===== config.mk =====
export PLATFORM = sky130hd
export DESIGN_NAME = vga_mem_arbiter_rr
export DESIGN_NICKNAME = d
export VERILOG_FILES = /design/src/rtl/vga_mem_arbiter_rr.sv
export SDC_FILE = /design/constraint.sdc
export NUM_CORES = 1
export LEC_CHECK = 0
export ABC_AREA = 1
export CAP_MARGIN = 15
export CORE_AREA = 2 2 137 139
export CTS_BUF_LIST = sky130_fd_sc_hd__clkbuf_8
export CTS_CLUSTER_SIZE = 40
export DETAILED_ROUTE_END_ITERATION = 10
export DIE_AREA = 0 0 139 141
export DONT_BUFFER_PORTS = 1
export PLACE_DENSITY = 0.46
export SETUP_SLACK_MARGIN = 0.15
export SYNTH_ARGS = -nofsm -noshare
export SYNTH_HDL_FRONTEND = slang
export SYNTH_SLANG_ARGS = --single-unit

===== constraint.sdc =====
create_clock -name clk -period 4.1 [get_ports clk]
set_clock_uncertainty 0.05 [all_clocks]
set_input_delay 0.82 -clock clk [delete_from_list [all_inputs] [get_ports clk]]
set_output_delay 0.82 -clock clk [all_outputs]
set_load 0.005 [all_outputs]

===== src/rtl/vga_mem_arbiter_rr.sv =====
// rtl/vga_mem_arbiter_rr.sv - N-channel burst arbiter with read-return routing for the frame memory
module vga_mem_arbiter_rr #(
    parameter int NUM_CH    = 4,
    parameter int ADDR_W    = 19,
    parameter int DATA_W    = 32,
    parameter int MEM_LAT   = 2,
    parameter int MAX_BURST = 8
) (
    input  logic                     clk,
    input  logic                     rst_,
    input  logic                     enable,
    input  logic                     mode,
    input  logic [NUM_CH-1:0]        req_rts,
    input  logic [NUM_CH-1:0]        req_last,
    input  logic [NUM_CH-1:0]        req_we,
    input  logic [NUM_CH*ADDR_W-1:0] req_addr,
    input  logic [NUM_CH*DATA_W-1:0] req_wdata,
    output logic [NUM_CH-1:0]        arb_rtr,
    output logic [NUM_CH-1:0]        grant,
    output logic                     mem_en,
    output logic                     mem_we,
    output logic [ADDR_W-1:0]        mem_addr,
    output logic [DATA_W-1:0]        mem_wdata,
    input  logic [DATA_W-1:0]        mem_rdata,
    output logic [NUM_CH-1:0]        rsp_valid,
    output logic [DATA_W-1:0]        rsp_data
);
    localparam int IDX_W = (NUM_CH > 1) ? $clog2(NUM_CH) : 1;
    localparam int CNT_W = $clog2(MAX_BURST + 1);
    localparam int TAG_D = MEM_LAT + 1;

    typedef enum logic {ARB, BURST} state_t;

    state_t            state;
    logic [IDX_W-1:0]  rr_ptr;
    logic [IDX_W-1:0]  own_idx;
    logic [IDX_W-1:0]  win_idx;
    logic [IDX_W:0]    rr_cand;
    logic [CNT_W-1:0]  beat_cnt;
    logic [CNT_W-1:0]  beat_cnt_nxt;
    logic [TAG_D-1:0]  tag_vld;
    logic [IDX_W-1:0]  tag_idx [TAG_D];

    logic              own_rts;
    logic              own_last;
    logic              own_we;
    logic [ADDR_W-1:0] own_addr;
    logic [DATA_W-1:0] own_wdata;
    logic              beat_acc;
    logic              burst_end;

    // Owner's beat fields, selected by the one-hot grant
    always_comb begin
        own_addr  = '0;
        own_wdata = '0;
        for (int i = 0; i < NUM_CH; i++) begin
            if (grant[i]) begin
                own_addr  = req_addr[i*ADDR_W +: ADDR_W];
                own_wdata = req_wdata[i*DATA_W +: DATA_W];
            end
        end
    end

    assign own_rts      = |(req_rts & grant);
    assign own_last     = |(req_last & grant);
    assign own_we       = |(req_we & grant);
    assign arb_rtr      = (state == BURST && enable) ? grant : '0;
    assign beat_acc     = (state == BURST) && enable && own_rts;
    assign beat_cnt_nxt = beat_cnt + CNT_W'(1);
    assign burst_end    = own_last || (beat_cnt_nxt == CNT_W'(MAX_BURST));

    // Winner search; later loop iterations have higher priority
    always_comb begin
        win_idx = '0;
        rr_cand = '0;
        if (mode) begin
            for (int i = NUM_CH - 1; i >= 0; i--) begin
                if (req_rts[i]) begin
                    win_idx = IDX_W'(i);
                end
            end
        end else begin
            for (int k = NUM_CH; k >= 1; k--) begin
                rr_cand = {1'b0, rr_ptr} + (IDX_W+1)'(k);
                if (rr_cand >= (IDX_W+1)'(NUM_CH)) begin
                    rr_cand = rr_cand - (IDX_W+1)'(NUM_CH);
                end
                if (req_rts[rr_cand[IDX_W-1:0]]) begin
                    win_idx = rr_cand[IDX_W-1:0];
                end
            end
        end
    end

    always_ff @(posedge clk) begin
        if (!rst_) begin
            state     <= ARB;
            grant     <= '0;
            own_idx   <= '0;
            rr_ptr    <= IDX_W'(NUM_CH - 1);
            beat_cnt  <= '0;
            mem_en    <= 1'b0;
            mem_we    <= 1'b0;
            mem_addr  <= '0;
            mem_wdata <= '0;
        end else begin
            mem_en <= beat_acc;
            mem_we <= beat_acc & own_we;
            if (beat_acc) begin
                mem_addr  <= own_addr;
                mem_wdata <= own_wdata;
                beat_cnt  <= beat_cnt_nxt;
            end
            case (state)
                ARB: begin
                    if (enable && (|req_rts)) begin
                        grant    <= NUM_CH'(1) << win_idx;
                        own_idx  <= win_idx;
                        beat_cnt <= '0;
                        state    <= BURST;
                        if (!mode) begin
                            rr_ptr <= win_idx;
                        end
                    end
                end
                BURST: begin
                    // Disabled bursts freeze: no accept, no release
                    if (enable && (!own_rts || burst_end)) begin
                        grant <= '0;
                        state <= ARB;
                    end
                end
                default: begin
                    grant <= '0;
                    state <= ARB;
                end
            endcase
        end
    end

    // Tag pipeline aligned with memory latency; only read beats carry a valid tag
    always_ff @(posedge clk) begin
        if (!rst_) begin
            tag_vld   <= '0;
            rsp_valid <= '0;
            rsp_data  <= '0;
            for (int i = 0; i < TAG_D; i++) begin
                tag_idx[i] <= '0;
            end
        end else begin
            tag_vld    <= {tag_vld[TAG_D-2:0], beat_acc & ~own_we};
            tag_idx[0] <= own_idx;
            for (int i = 1; i < TAG_D; i++) begin
                tag_idx[i] <= tag_idx[i-1];
            end
            rsp_valid <= tag_vld[TAG_D-1] ? (NUM_CH'(1) << tag_idx[TAG_D-1]) : '0;
            if (tag_vld[TAG_D-1]) begin
                rsp_data <= mem_rdata;
            end
        end
    end
endmodule

==> results.txt, run 1 <==
Fillers -> 1981
DP Worst Slack -> 1630 ps
Slew @ Worst Pin -> 1080 ps
GRT Total Usage -> 18.1%
register area share after synthesis -> 41.8%
Port Buffers -> 0
setup TNS -> 0 ps
CP Launch Type -> flip-flop
Design Area, Final -> 5590 µm²
vias in the first global route -> 4678
share of layout cells above drive strength 1 -> 6.71%
final setup vio count -> 0
cell count after synthesis -> 679
core region area -> 18300 µm²
Synth async-reset ratio -> 0%
Critical Path RT -> 3230 ps
status -> finished clean
Antenna Violating Nets Remaining -> 0
Max-Cap Viols -> 0
synthesized area -> 5320 µm²
path depth of the worst reg2reg path -> 7
clock buffer depth -> 2
Setup Crit Path Kind -> flip-flop to output port
worst vdd ir -> 161 µV
# diodes -> 0
WL final -> 19.0 mm
highest clock rate -> 421 MHz
synth top area cells -> dfxtp_1 (42%), a21oi_1 (11%), a221o_1 (9.6%)
Pwr Total -> 2.05 mW
share of the synthesized area in the top cell type -> 41.8%
die height -> 141 µm
syn nets -> 932
Netlist cell types -> 31
largest net degree at the start of global routing -> 98
CP Capture Type -> output port
number of flops mapped to enable cells by yosys -> 0
Critical Path Fanout Max -> 52
H-tree Lvls -> 3
CTS buffer count -> 9
Hold Path Cell Cnt -> 2
final worst path period share -> 58.0%
first-pass GRT wire length -> 28.0 mm
row cnt -> 50
Slew Limit Headroom -> 27.9%
final worst slack -> 1720 ps
DRT Pass-1 Iters -> 7
register area -> 2230 µm²
DP Area -> 5380 µm²
fin util -> 30.6%
Hold-fix buffers, CTS -> 0
count leader, synth -> a21oi_1
GR Overflow Total -> 0
# Post-CTS Setup Buffers -> 0
Worst-path clk slew -> 110 ps
die area -> 19600 µm²
initial antenna violation count -> 1
Root Buffer -> clkbuf_8
initial DRC count -> 337
Avg Inst Size Synth -> 7.84 µm²
via count -> 5128
Post-synth top flop -> dfxtp_1
gpl congestion -> 0.887
hpwl dp -> 13.5 mm
Hold Path Origin -> tag_vld[0]
Pwr Density -> 367 nW/µm²
routed len/inst -> 21.8 µm
worst flop-to-flop path startpoint -> grant[0]
cell taking the most area after synthesis -> dfxtp_1
FF+latch count, synth -> 111
Vias/cell -> 5.86
I/O pins -> 349
Leak Pwr -> 2.18 nW
synthesis warning total -> 0
Hold Fails Final Rpt -> 0
CTS resizes -> 0
Synth-to-Final Area Change -> 5.08%
fin crit period -> 2380 ps
nets -> 890
WP data arrival -> 1510 ps
Initial Util -> 29.1%
width of the die -> 139 µm
unrepaired setup endpoints after global routing -> no
Worst-Skew Late Latency -> 380 ps
TritonCTS clock tree -> built
CP startpoint -> grant[3]
clock sink count -> 111
multi-input logic area -> 2700 µm²
Post-synth top cells -> a21oi_1 (113), dfxtp_1 (111), nor2_1 (80)
Hold Crit Class -> flip-flop to flip-flop
Max Slew Vio Count -> 0
Remaining DRCs -> 0
layer usage:
| metal | share of wire, % | global-route usage (%) | routed length [µm] | vias to the layer above |
|---|---|---|---|---|
| li1 | - | - | - | 2384 |
| met1 | 39 | 21.5 | 7370 | 2444 |
| met2 | 50 | 31.0 | 9600 | 254 |
| met3 | 8.5 | 6.22 | 1630 | 44 |
| met4 | 2.3 | 5.53 | 442 | 2 |
| met5 | 0.068 | 0 | 13 | - |
stage by stage:
| step | std cells | hold slack (ps) |
|---|---|---|
| final | 875 | 369 |
| after floorplan | 679 | 340 |
| after global routing | 875 | 398 |
| after CTS | 874 | 365 |
| after detailed placement | 859 | 349 |
| after global placement | 859 | 345 |
placed cells by master, fill, tap and decap left out, drive strengths merged, types with 5 or more instances in the layout:
cell type,instances
nand3,17
clkinv,5
a21oi,113
o21ai,87
nand2,57
nor2,83
o211ai,53
dfxtp,111
clkbuf,9
buf,8
a221o,51
inv,28
report_power, final:
part,switching [mW],total [mW],internal (mW)
Combinational,0.154,0.258,0.104
Clock,0.391,0.676,0.285
Sequential,0.0198,1.12,1.10
flip-flops by register name, indices dropped and copies added (netlist names), 2 cells and up:
register,cells
tag_vld,3
rsp_valid,4
rsp_data,32
beat_cnt,4
rr_ptr,2
own_idx,2
mem_wdata,32
tag_idx,6
grant,4
mem_addr,19
worst paths after layout:
path	end	slack (ps)
worst max-delay path	arb_rtr[3]	1720
worst min register to register	tag_vld[1]	370
worst min-delay path	tag_vld[1]	370
worst max register to register	mem_wdata[18]	1940
kinds of logic after synthesis:
group                      synth area share, %
and+or+nand+nor                           12.9
xor gates and xnor gates                 0.329
AOI/OAI and AO/OA                         37.0
DFF                                       41.8
buffers and inverters                     7.81
adders and majority gates                0.235
worst max-delay path, stage by stage (launching register included):
cell	delay, ps
dfxtp_2	340
inv_2	60
buf_4	470
nor2_1	240
final cells by class:
| cell class | count | area share [%] |
|---|---|---|
| well taps | 234 | 5.24 |
| multi-input cells | 478 | 48.2 |
| clock inverters | 6 | 1.28 |
| clock buffers | 9 | 2.22 |
| inverters | 29 | 1.95 |
| repair buffers | 8 | 1.30 |
| flip-flops and latches | 111 | 39.8 |
Note: power is estimated with default switching activity, not from simulation.
==> inputs of run 2 (changes only) <==
- PLACE_DENSITY: 0.46 -> 0.47
- clock period: 4.1 -> 2.02 ns (I/O delays scaled with it)
==> run 2 against run 1 <==
Effect of this change:
- first-iteration DRC count increased by 4.7%
- cell count increased by 0.91%
- critical path type unchanged
- count of clock-buffer cells in the layout unchanged
- register-to-register slack got worse by 1600 ps
- sequential power is 100% higher
==> results.txt, run 2 (synthesized netlist as in run 1, its figures left out) <==
die area -> 19600 µm²
share of layout cells above drive strength 1 -> 8.17%
Psw -> 1.14 mW
Slew @ Worst Pin -> 495 ps
first-pass GRT wire length -> 28.4 mm
Initial Util -> 29.1%
setup TNS -> 0 ps
# diodes -> 0
final setup vio count -> 0
GRT Total Usage -> 18.5%
Slew Limit Headroom -> 67.0%
vias in the first global route -> 4856
worst flop-to-flop path startpoint -> grant[0]
Hold EP -> rsp_data[12]
Worst-path clk slew -> 110 ps
Critical Path Fanout Max -> 52
Largest regs -> mem_wdata (32), rsp_data (32), mem_addr (19)
initial antenna violation count -> 0
Clock Power Share -> 30.6%
Fillers -> 1964
WL final -> 19.3 mm
Hold Crit Class -> input pin to flip-flop
Crit-path slowest cell -> dfxtp_2
Switching Share -> 28.2%
highest clock rate -> 567 MHz
final worst path period share -> 87.3%
CTS buffer count -> 9
CP Capture Type -> output port
row cnt -> 50
fin util -> 30.9%
Comb pwr share -> 13.2%
clock sink count -> 111
hpwl dp -> 14.2 mm
unrepaired setup endpoints after global routing -> no
Hold Path Origin -> mem_rdata[12]
R2R Path End -> mem_addr[5]
DP Area -> 5460 µm²
Seq pwr share -> 56.2%
GR Overflow Total -> 0
H-tree Lvls -> 3
most frequent cells in the layout -> a21oi_1 (113), dfxtp_1 (107), nor2_1 (78)
register area -> 2230 µm²
status -> finished clean
Port Buffers -> 0
core region area -> 18300 µm²
TritonCTS clock tree -> built
Hold Path Cell Cnt -> 2
Remaining DRCs -> 0
Max-Cap Viols -> 0
Max Slew Vio Count -> 0
nets -> 898
Critical Path RT -> 1570 ps
Pwr Density -> 714 nW/µm²
multi-input logic area -> 2700 µm²
Fin Hold WS -> 106 ps
path depth of the worst reg2reg path -> 8
cells along the critical path -> inv_2, clkbuf_8, nor2_2
clock buffer depth -> 2
CP Launch Type -> flip-flop
WP data arrival -> 1310 ps
Setup Crit Path Kind -> flip-flop to output port
routed len/inst -> 21.8 µm
Root Buffer -> clkbuf_8
Antenna Violating Nets Remaining -> 0
commonest non-fill, non-tap cell in the layout -> a21oi_1
number of buffers and inverters on the critical path -> 2
I/O pins -> 349
DRT Pass-1 Iters -> 5
via count -> 5102
CP max stage delay -> 380 ps
Pwr Total -> 4.03 mW
largest net degree at the start of global routing -> 98
# Post-CTS Setup Buffers -> 0
Leak Pwr -> 2.21 nW
width of the die -> 139 µm
Internal -> 2.90 mW
Hold Fails Final Rpt -> 0
fin crit period -> 1760 ps
initial DRC count -> 353
Design Area, Final -> 5650 µm²
worst vdd ir -> 310 µV
Worst R2R Setup Slack -> 320 ps
Synth-to-Final Area Change -> 6.14%
cell family with most CP delay -> flip-flops
Vias/cell -> 5.78
gpl congestion -> 0.846
Worst-Skew Late Latency -> 380 ps
die height -> 141 µm
## run 2: power groups by stage
stage	clock network, mW	logic [mW]	registers [mW]
2_1_floorplan	0	0.438	2.30
3_3_place_gp	0	0.518	2.32
3_5_place_dp	0	0.533	2.32
4_1_cts	1.29	0.536	2.27
5_1_grt	1.39	0.595	2.27
6_report	1.23	0.534	2.27
## run 2: worst max path at each step
stage          startpoint      endpoint  slack (ps)  depth (start not counted)
5_1_grt          grant[2]    arb_rtr[2]         150                          3
3_3_place_gp     grant[0]   beat_cnt[0]         370                          7
4_1_cts          grant[3]    arb_rtr[3]         200                          3
3_5_place_dp     grant[0]   beat_cnt[3]         310                          7
6_report         grant[3]    arb_rtr[3]         260                          3
2_1_floorplan    grant[3]  mem_addr[10]         490                         10
## run 2: cell type report
class | count | area share [%]
repair buffers | 16 | 2.64
flip-flops and latches | 111 | 39.4
inverters | 29 | 1.93
well taps | 234 | 5.18
clock inverters | 6 | 0.842
multi-input cells | 478 | 47.8
clock buffers | 9 | 2.19
## run 2: per-stage QoR
stage	instances	setup WS, ps
2_1_floorplan	679	486
3_3_place_gp	868	375
3_5_place_dp	868	312
4_1_cts	883	200
5_1_grt	883	155
6_report	883	257
## run 2: what timing repair did
| item | in CTS | in global routing |
|---|---|---|
| resized for setup | 2 | 5 |
| hold buffers | 0 | 0 |
| pin swaps | 0 | 0 |
| endpoints found under the setup margin | 2 | 15 |
## run 2: routing by layer
layer	vias to the layer above	wire, µm	part of all wire (%)	global-route usage (%)
li1	2398	-	-	-
met1	2424	7680	40	22.3
met2	249	9670	50	32.0
met3	31	1480	7.7	4.93
met4	0	422	2.2	6.22
met5	-	0	0	0
